### src/rtl/bram_mbox_pkg.sv
// rtl/bram_mbox_pkg.sv - shared constants and FSM state type for the BRAM mailbox reader
package bram_mbox_pkg;

  typedef enum logic [3:0] {
    S_IDLE      = 4'd0,
    S_RD_HDR    = 4'd1,
    S_WAIT_HDR  = 4'd2,
    S_CHECK     = 4'd3,
    S_RD_PAY    = 4'd4,
    S_WR_SUM    = 4'd5,
    S_WR_XOR    = 4'd6,
    S_WR_STATUS = 4'd7,
    S_CLR_HDR   = 4'd8
  } state_e;

  localparam int HDR_ADDR        = 0;
  localparam int HDR_VALID_BIT   = 31;
  localparam int LEN_MSB         = 10;
  localparam int LEN_W           = LEN_MSB + 1;

  localparam int STATUS_DONE_BIT = 31;
  localparam int STATUS_ERR_BIT  = 30;

  localparam int RESP_SUM_OFS    = 0;
  localparam int RESP_XOR_OFS    = 1;
  localparam int RESP_STATUS_OFS = 2;

endpackage

### src/rtl/bram_mbox_accum.sv
// rtl/bram_mbox_accum.sv - running 32-bit sum and XOR over accepted payload words
module bram_mbox_accum #(
  parameter int DATA_WIDTH = 32
) (
  input  logic                  clk,
  input  logic                  rst,
  input  logic                  clr,
  input  logic                  en,
  input  logic [DATA_WIDTH-1:0] data,
  output logic [DATA_WIDTH-1:0] sum,
  output logic [DATA_WIDTH-1:0] xr
);

  logic [DATA_WIDTH-1:0] sum_q, sum_d;
  logic [DATA_WIDTH-1:0] xr_q, xr_d;

  always_comb begin
    sum_d = sum_q;
    xr_d  = xr_q;
    if (clr) begin
      sum_d = '0;
      xr_d  = '0;
    end else if (en) begin
      sum_d = sum_q + data;
      xr_d  = xr_q ^ data;
    end
  end

  always_ff @(posedge clk) begin
    if (rst) begin
      sum_q <= '0;
      xr_q  <= '0;
    end else begin
      sum_q <= sum_d;
      xr_q  <= xr_d;
    end
  end

  assign sum = sum_q;
  assign xr  = xr_q;

endmodule

### src/rtl/bram_mailbox_reader.sv
// rtl/bram_mailbox_reader.sv - polls the shared BRAM mailbox over port B, sums/XORs the payload
// and posts a response block before handing word 0 back to the producer.
module bram_mailbox_reader
  import bram_mbox_pkg::*;
#(
  parameter int                    ADDR_WIDTH    = 11,
  parameter int                    DATA_WIDTH    = 32,
  parameter int                    READ_LATENCY  = 1,
  parameter logic [ADDR_WIDTH-1:0] RESP_BASE     = 11'h400,
  parameter int                    MAX_LEN       = 1023,
  parameter int                    POLL_INTERVAL = 16
) (
  input  logic                  clk,
  input  logic                  rst,
  output logic [ADDR_WIDTH-1:0] bram_portb_addr,
  output logic                  bram_portb_en,
  output logic                  bram_portb_we,
  output logic [DATA_WIDTH-1:0] bram_portb_din,
  input  logic [DATA_WIDTH-1:0] bram_portb_dout,
  output logic                  busy,
  output logic                  done,
  output logic                  err,
  output logic [3:0]            led_out
);

  localparam int PCW = $clog2(POLL_INTERVAL + 1);

  state_e                  state_q, state_d;
  logic [PCW-1:0]          poll_cnt_q, poll_cnt_d;
  logic [1:0]              wait_q, wait_d;
  logic [LEN_W-1:0]        len_q, len_d;
  logic [LEN_W-1:0]        iss_cnt_q, iss_cnt_d;
  logic [LEN_W-1:0]        rcv_cnt_q, rcv_cnt_d;
  logic                    err_q, err_d;
  logic                    busy_q, busy_d;
  logic [3:0]              led_q, led_d;
  logic [READ_LATENCY-1:0] vld_q, vld_d;

  logic                    len_ok;
  logic                    pay_issue;
  logic                    acc_clr;
  logic                    acc_en;
  logic [DATA_WIDTH-1:0]   sum;
  logic [DATA_WIDTH-1:0]   xr;
  logic [DATA_WIDTH-1:0]   status_w;

  assign len_ok    = (len_q != '0) && (len_q <= LEN_W'(MAX_LEN));
  assign pay_issue = (state_q == S_RD_PAY) && (iss_cnt_q != len_q);
  assign acc_clr   = (state_q == S_CHECK) && len_ok;
  // The valid pipe lines each issued payload read up with its returning data word.
  assign acc_en    = vld_q[READ_LATENCY-1];

  bram_mbox_accum #(.DATA_WIDTH(DATA_WIDTH)) u_accum (
    .clk  (clk),
    .rst  (rst),
    .clr  (acc_clr),
    .en   (acc_en),
    .data (bram_portb_dout),
    .sum  (sum),
    .xr   (xr)
  );

  always_ff @(posedge clk) begin
    if (rst) begin
      state_q    <= S_IDLE;
      poll_cnt_q <= '0;
      wait_q     <= '0;
      len_q      <= '0;
      iss_cnt_q  <= '0;
      rcv_cnt_q  <= '0;
      err_q      <= 1'b0;
      busy_q     <= 1'b0;
      led_q      <= '0;
      vld_q      <= '0;
    end else begin
      state_q    <= state_d;
      poll_cnt_q <= poll_cnt_d;
      wait_q     <= wait_d;
      len_q      <= len_d;
      iss_cnt_q  <= iss_cnt_d;
      rcv_cnt_q  <= rcv_cnt_d;
      err_q      <= err_d;
      busy_q     <= busy_d;
      led_q      <= led_d;
      vld_q      <= vld_d;
    end
  end

  always_comb begin
    state_d    = state_q;
    poll_cnt_d = '0;
    wait_d     = '0;
    len_d      = len_q;
    iss_cnt_d  = iss_cnt_q;
    rcv_cnt_d  = rcv_cnt_q;
    err_d      = err_q;
    busy_d     = busy_q;
    led_d      = led_q;
    vld_d[0]   = pay_issue;
    for (int i = 1; i < READ_LATENCY; i++) begin
      vld_d[i] = vld_q[i-1];
    end
    unique case (state_q)
      S_IDLE: begin
        if (poll_cnt_q == PCW'(POLL_INTERVAL - 1)) state_d = S_RD_HDR;
        else poll_cnt_d = poll_cnt_q + 1'b1;
      end
      S_RD_HDR: state_d = S_WAIT_HDR;
      S_WAIT_HDR: begin
        if (wait_q == 2'(READ_LATENCY - 1)) begin
          len_d   = bram_portb_dout[LEN_MSB:0];
          state_d = bram_portb_dout[HDR_VALID_BIT] ? S_CHECK : S_IDLE;
        end else begin
          wait_d = wait_q + 1'b1;
        end
      end
      S_CHECK: begin
        if (len_ok) begin
          err_d     = 1'b0;
          busy_d    = 1'b1;
          iss_cnt_d = '0;
          rcv_cnt_d = '0;
          state_d   = S_RD_PAY;
        end else begin
          err_d   = 1'b1;
          state_d = S_WR_STATUS;
        end
      end
      S_RD_PAY: begin
        if (pay_issue) iss_cnt_d = iss_cnt_q + 1'b1;
        if (acc_en) begin
          rcv_cnt_d = rcv_cnt_q + 1'b1;
          if (rcv_cnt_q == len_q - 1'b1) state_d = S_WR_SUM;
        end
      end
      S_WR_SUM: begin
        led_d   = sum[3:0];
        state_d = S_WR_XOR;
      end
      S_WR_XOR:    state_d = S_WR_STATUS;
      S_WR_STATUS: state_d = S_CLR_HDR;
      S_CLR_HDR: begin
        busy_d  = 1'b0;
        state_d = S_IDLE;
      end
      default: state_d = S_IDLE;
    endcase
  end

  // Rejected requests report a zero word count alongside the error flag.
  always_comb begin
    status_w                  = '0;
    status_w[STATUS_DONE_BIT] = 1'b1;
    status_w[STATUS_ERR_BIT]  = err_q;
    if (!err_q) status_w[LEN_MSB:0] = len_q;
  end

  always_comb begin
    bram_portb_addr = '0;
    bram_portb_en   = 1'b0;
    bram_portb_we   = 1'b0;
    bram_portb_din  = '0;
    unique case (state_q)
      S_RD_HDR: begin
        bram_portb_en   = 1'b1;
        bram_portb_addr = ADDR_WIDTH'(HDR_ADDR);
      end
      S_RD_PAY: begin
        bram_portb_en   = pay_issue;
        bram_portb_addr = ADDR_WIDTH'(iss_cnt_q) + 1'b1;
      end
      S_WR_SUM: begin
        bram_portb_en   = 1'b1;
        bram_portb_we   = 1'b1;
        bram_portb_addr = RESP_BASE + ADDR_WIDTH'(RESP_SUM_OFS);
        bram_portb_din  = sum;
      end
      S_WR_XOR: begin
        bram_portb_en   = 1'b1;
        bram_portb_we   = 1'b1;
        bram_portb_addr = RESP_BASE + ADDR_WIDTH'(RESP_XOR_OFS);
        bram_portb_din  = xr;
      end
      S_WR_STATUS: begin
        bram_portb_en   = 1'b1;
        bram_portb_we   = 1'b1;
        bram_portb_addr = RESP_BASE + ADDR_WIDTH'(RESP_STATUS_OFS);
        bram_portb_din  = status_w;
      end
      S_CLR_HDR: begin
        bram_portb_en   = 1'b1;
        bram_portb_we   = 1'b1;
        bram_portb_addr = ADDR_WIDTH'(HDR_ADDR);
      end
      default: ;
    endcase
  end

  assign busy    = busy_q;
  assign done    = (state_q == S_CLR_HDR);
  assign err     = err_q;
  assign led_out = led_q;

endmodule

### config.mk
export PLATFORM = sky130hd
export DESIGN_NAME = bram_mailbox_reader
export DESIGN_NICKNAME = d
export VERILOG_FILES = /design/src/rtl/bram_mbox_pkg.sv /design/src/rtl/bram_mbox_accum.sv /design/src/rtl/bram_mailbox_reader.sv
export SDC_FILE = /design/constraint.sdc
export NUM_CORES = 1
export LEC_CHECK = 0
export ABC_AREA = 1
export BUFFER_PORTS_ARGS = -buffer_cell sky130_fd_sc_hd__clkbuf_2
export CAP_MARGIN = 20
export CORE_MARGIN = 5
export CORE_UTILIZATION = 30
export CTS_BUF_LIST = sky130_fd_sc_hd__clkbuf_4
export CTS_CLUSTER_DIAMETER = 30
export DETAILED_ROUTE_END_ITERATION = 7
export HOLD_SLACK_MARGIN = 0.02
export PLACE_DENSITY = 0.53
export RECOVER_POWER = 50
export SLEW_MARGIN = 0
export SYNTH_ARGS = -nofsm -noshare
export SYNTH_HDL_FRONTEND = slang
export SYNTH_SLANG_ARGS = --single-unit
### constraint.sdc
create_clock -name clk -period 2.26 [get_ports clk]
set_input_delay 0.226 -clock clk [delete_from_list [all_inputs] [get_ports clk]]
set_output_delay 0.226 -clock clk [all_outputs]
set_load 0.005 [all_outputs]
==> impl_metrics.py <==
metrics = {
    "worst_setup_path": {
        "crit_slowest_cell": "dfxtp_4",
        "critPathRequiredTime_ns": 2.03,
        "rrSetupSlack_ns": 0.07,
        "crit_chain": "ha_4 > nand2_4 > nor2_4 > nand2_2 > nor2_4 > nand3_2 > nor2_2 > a21oi_1 > o21ai_1 > nand2_1 > buf_2",
        "end_kind": "output port",
        "worst_path_most_repeated_cell": "nor2_4",
        "crit_path_start_kind": "register",
        "reg2reg_to": "iss_cnt_q[2]",
        "crit_path_max_incr_delay_ns": 0.38,
        "arrival_ns": 2.07,
        "worst_r2r_path_depth": 9,
        "reg2reg_from": "state_q[3]",
        "path_max_fanout": 3,
        "critPathKind": "register to output port",
    },
    "synthesis": {
        "synth-edff-count": 0,
        "synth_compound_area_share_pct": 16.3,
        "synth_top_family_by_area": "simple AND/OR/NAND/NOR gates",
        "syn_area_um2": 7670,
        "netlist_instances": 1140,
        "synthTopCellsByArea": "dfxtp_1, nand2_1, a21oi_1, xor2_1, ha_1",
        "ys_ff_latch": 115,
        "synth_top_cell_by_area": "dfxtp_1",
        "synthDistinctLibCells": 52,
        "synthMuxAreaShare_pct": 0,
        "synth-simple-area-share_pct": 30.8,
        "synthTopCellsByCount": "nand2_1, dfxtp_1, nor2_1",
        "async_reset_ff_share_pct": 0,
        "synth_top_area_share_pct": 30.0,
        "yosysSeqAreaShare_pct": 30.0,
        "synth-xor-area-share_pct": 7.65,
        "yosysMostFrequentCell": "nand2_1",
        "ys_warn_count": 0,
        "syn_avg_cell_area_um2": 6.72,
        "synth_nets": 1213,
        "synth_ff_type": "dfxtp_1",
        "synthAdderAreaFrac_pct": 6.46,
    },
    "final_layout": {
        "nets": 1365,
        "utilization_pct": 38.4,
        "fillerInstances": 2658,
        "drive_above_1_share_pct": 20.5,
        "stdcell_count": 1636,
        "syn_to_final_growth_pct": 26.2,
        "final_cell_area_um2": 9670,
    },
    "pwr": {
        "power_leakage_nw": 4.22,
        "p_per_area_nw_per_um2": 635,
        "ir_drop_v": 0.000329,
    },
    "clock_network": {
        "cts_max_path_buffers": 2,
        "numCtsBuffers": 17,
        "h-tree-depth": 4,
        "cts_tree": "done",
        "clockRootBuffer": "clkbuf_4",
        "clkTransAtPathRegs_ns": 0.12,
        "clock_insertion_delay_worst_skew_ns": 0.56,
        "cts.sinks": 115,
    },
    "die": {
        "rows": 58,
        "start_util_pct": 30.4,
        "fp.dieH_um": 170,
        "io_pins": 86,
        "core_um2": 25200,
        "die_area_um2": 28900,
        "die_x_um": 170,
    },
    "timing": {
        "setup_slack_ns": -0.0330,
        "maxSlewHeadroom_pct": 71.0,
        "period_share_pct": 101,
        "fmax_ghz": 0.436,
        "min_period_ns": 2.29,
        "rsz0062_at_grt": "yes",
        "tightest_slew_ns": 0.435,
        "tns_ns": -0.0595,
        "drv_slew": 0,
        "skew_ns": 0.0212,
        "hold_violations": 0,
        "final-setup-viol-count": 2,
    },
    "placed_design": {
        "post-place-ws_ns": 0.106,
        "finalWeightedCongestion": 0.888,
        "placed_cells": 1544,
        "post-dp-hpwl_mm": 18.5,
        "io_buffers": 85,
        "dpl_cell_area_um2": 8550,
    },
    "detailed_routing": {
        "via_per_inst": 4.82,
        "wire_per_inst_um": 15.7,
        "drt_pass1_iterations": 5,
        "routed_wl_mm": 25.6,
        "ant_nets": 0,
        "drc": 0,
        "drt_iter0_markers": 524,
        "vias": 7889,
    },
    "hold_path": {
        "holdPathStages": 4,
        "min-delay-start": "bram_portb_dout[18]",
        "hold_path_end": "u_accum.xr[18]",
        "hp-class": "input pin to register",
    },
    "grt": {
        "grt-ovfl-total": 0,
        "grtUsageTotal_pct": 17.5,
        "grt_antenna_before_repair": 1,
        "grt_max_degree": 66,
        "grt_pass1_vias": 7438,
        "grt_pass1_wl_mm": 39.9,
    },
    "run": {
        "maxCapViolCount": 0,
    },
    "outcome": {
        "violations": "negative setup slack",
        "status": "finished, violations left",
    },
}
logic make-up after synthesis:
family,Yosys count
flip-flops,115
adder cells (fa/ha/maj),39
buffers and inverters,160
XOR/XNOR,67
AO/OA/AOI/OAI,223
AND/OR/NAND/NOR,536
sequential cells by signal, indices dropped and copies added, names as in the netlist:
signal and cells:
acc_en 1, busy 1, err 1, iss_cnt_q 11
led_out 4, len_q 11, poll_cnt_q 5, rcv_cnt_q 11
state_q 4, u_accum.sum 32, u_accum.xr 32, wait_q 2
through the flow:
step	total power, mW	hold WS, ns
after floorplan	3.76	0.391
after global placement	4.27	0.402
after detailed placement	4.27	0.411
after CTS	6.13	0.0214
after global routing	6.56	0.0320
final	6.14	0.0562
power by group:
group | switching [mW] | internal [mW] | total, mW
clock network | 0.871 | 0.882 | 1.75
registers | 0.196 | 2.18 | 2.38
logic | 1.25 | 0.760 | 2.01
total | 2.32 | 3.82 | 6.14
per-layer routing:
layer	global-route usage, %	vias up	share of wire [%]
met3	3.30	19	4.6
met4	4.20	0	1.2
li1	-	4032	-
met2	29.3	196	48
met5	0	-	0
met1	23.4	3642	46
layout make-up:
cell class / count / area, um2 / area share (%)
diodes: 2 / 5.00 / 0.0517
clock buffers: 19 / 143 / 1.47
clock inverters: 12 / 164 / 1.69
inverters: 123 / 480 / 4.97
multi-input cells: 865 / 4830 / 49.9
flip-flops and latches: 115 / 2340 / 24.2
well taps: 330 / 413 / 4.27
repair buffers: 170 / 1300 / 13.4
critical path: cells and delay by family (launching register included):
family                   cells  cell delay [ns]
AND/OR/NAND/NOR              7             0.65
flip-flops                   1             0.38
AO/OA/AOI/OAI                2             0.18
adder cells (fa/ha/maj)      1             0.15
buffers and inverters        1             0.14
layout by cell type, fill, tap and decap left out, types with 5 or more instances in the layout:
master,count
nand3_2,5
a21oi_1,106
dlygate4sd3_1,26
buf_4,36
clkbuf_4,19
o211ai_1,11
nand2_1,270
nand3_1,55
nor2_4,10
dfxtp_2,12
o21a_1,5
ha_1,36
nor2_1,133
xnor2_1,8
xor2_1,59
buf_6,10
nand4_1,9
buf_2,19
nor2_2,10
dfxtp_1,97
clkbuf_2,65
inv_2,14
o21ai_0,53
nand2_2,8
buf_12,7
dfxtp_4,6
nor3_1,12
o21ai_1,15
inv_1,105
how the worst max path moves through the flow:
stage | startpoint | end | depth (start not counted) | slack [ns]
floorplan | u_accum.sum[0] | u_accum.sum[26] | 12 | 0.32
global placement | bram_portb_dout[0] | u_accum.sum[26] | 13 | 0.15
detailed placement | bram_portb_dout[0] | u_accum.sum[26] | 13 | 0.11
CTS | iss_cnt_q[1] | bram_portb_addr[10] | 11 | -0.13
global route | iss_cnt_q[0] | bram_portb_addr[10] | 11 | -0.18
finish | iss_cnt_q[0] | bram_portb_addr[10] | 11 | -0.03
what timing repair did:
item	in CTS	in global routing
buffers inserted	18	13
pin swaps	10	18
endpoints found under the setup margin	36	47
cloned	2	1
endpoints found under the hold margin	31	0
hold buffers	26	0
gates resized for setup	48	79
Note: power is estimated with default switching activity, not from simulation.
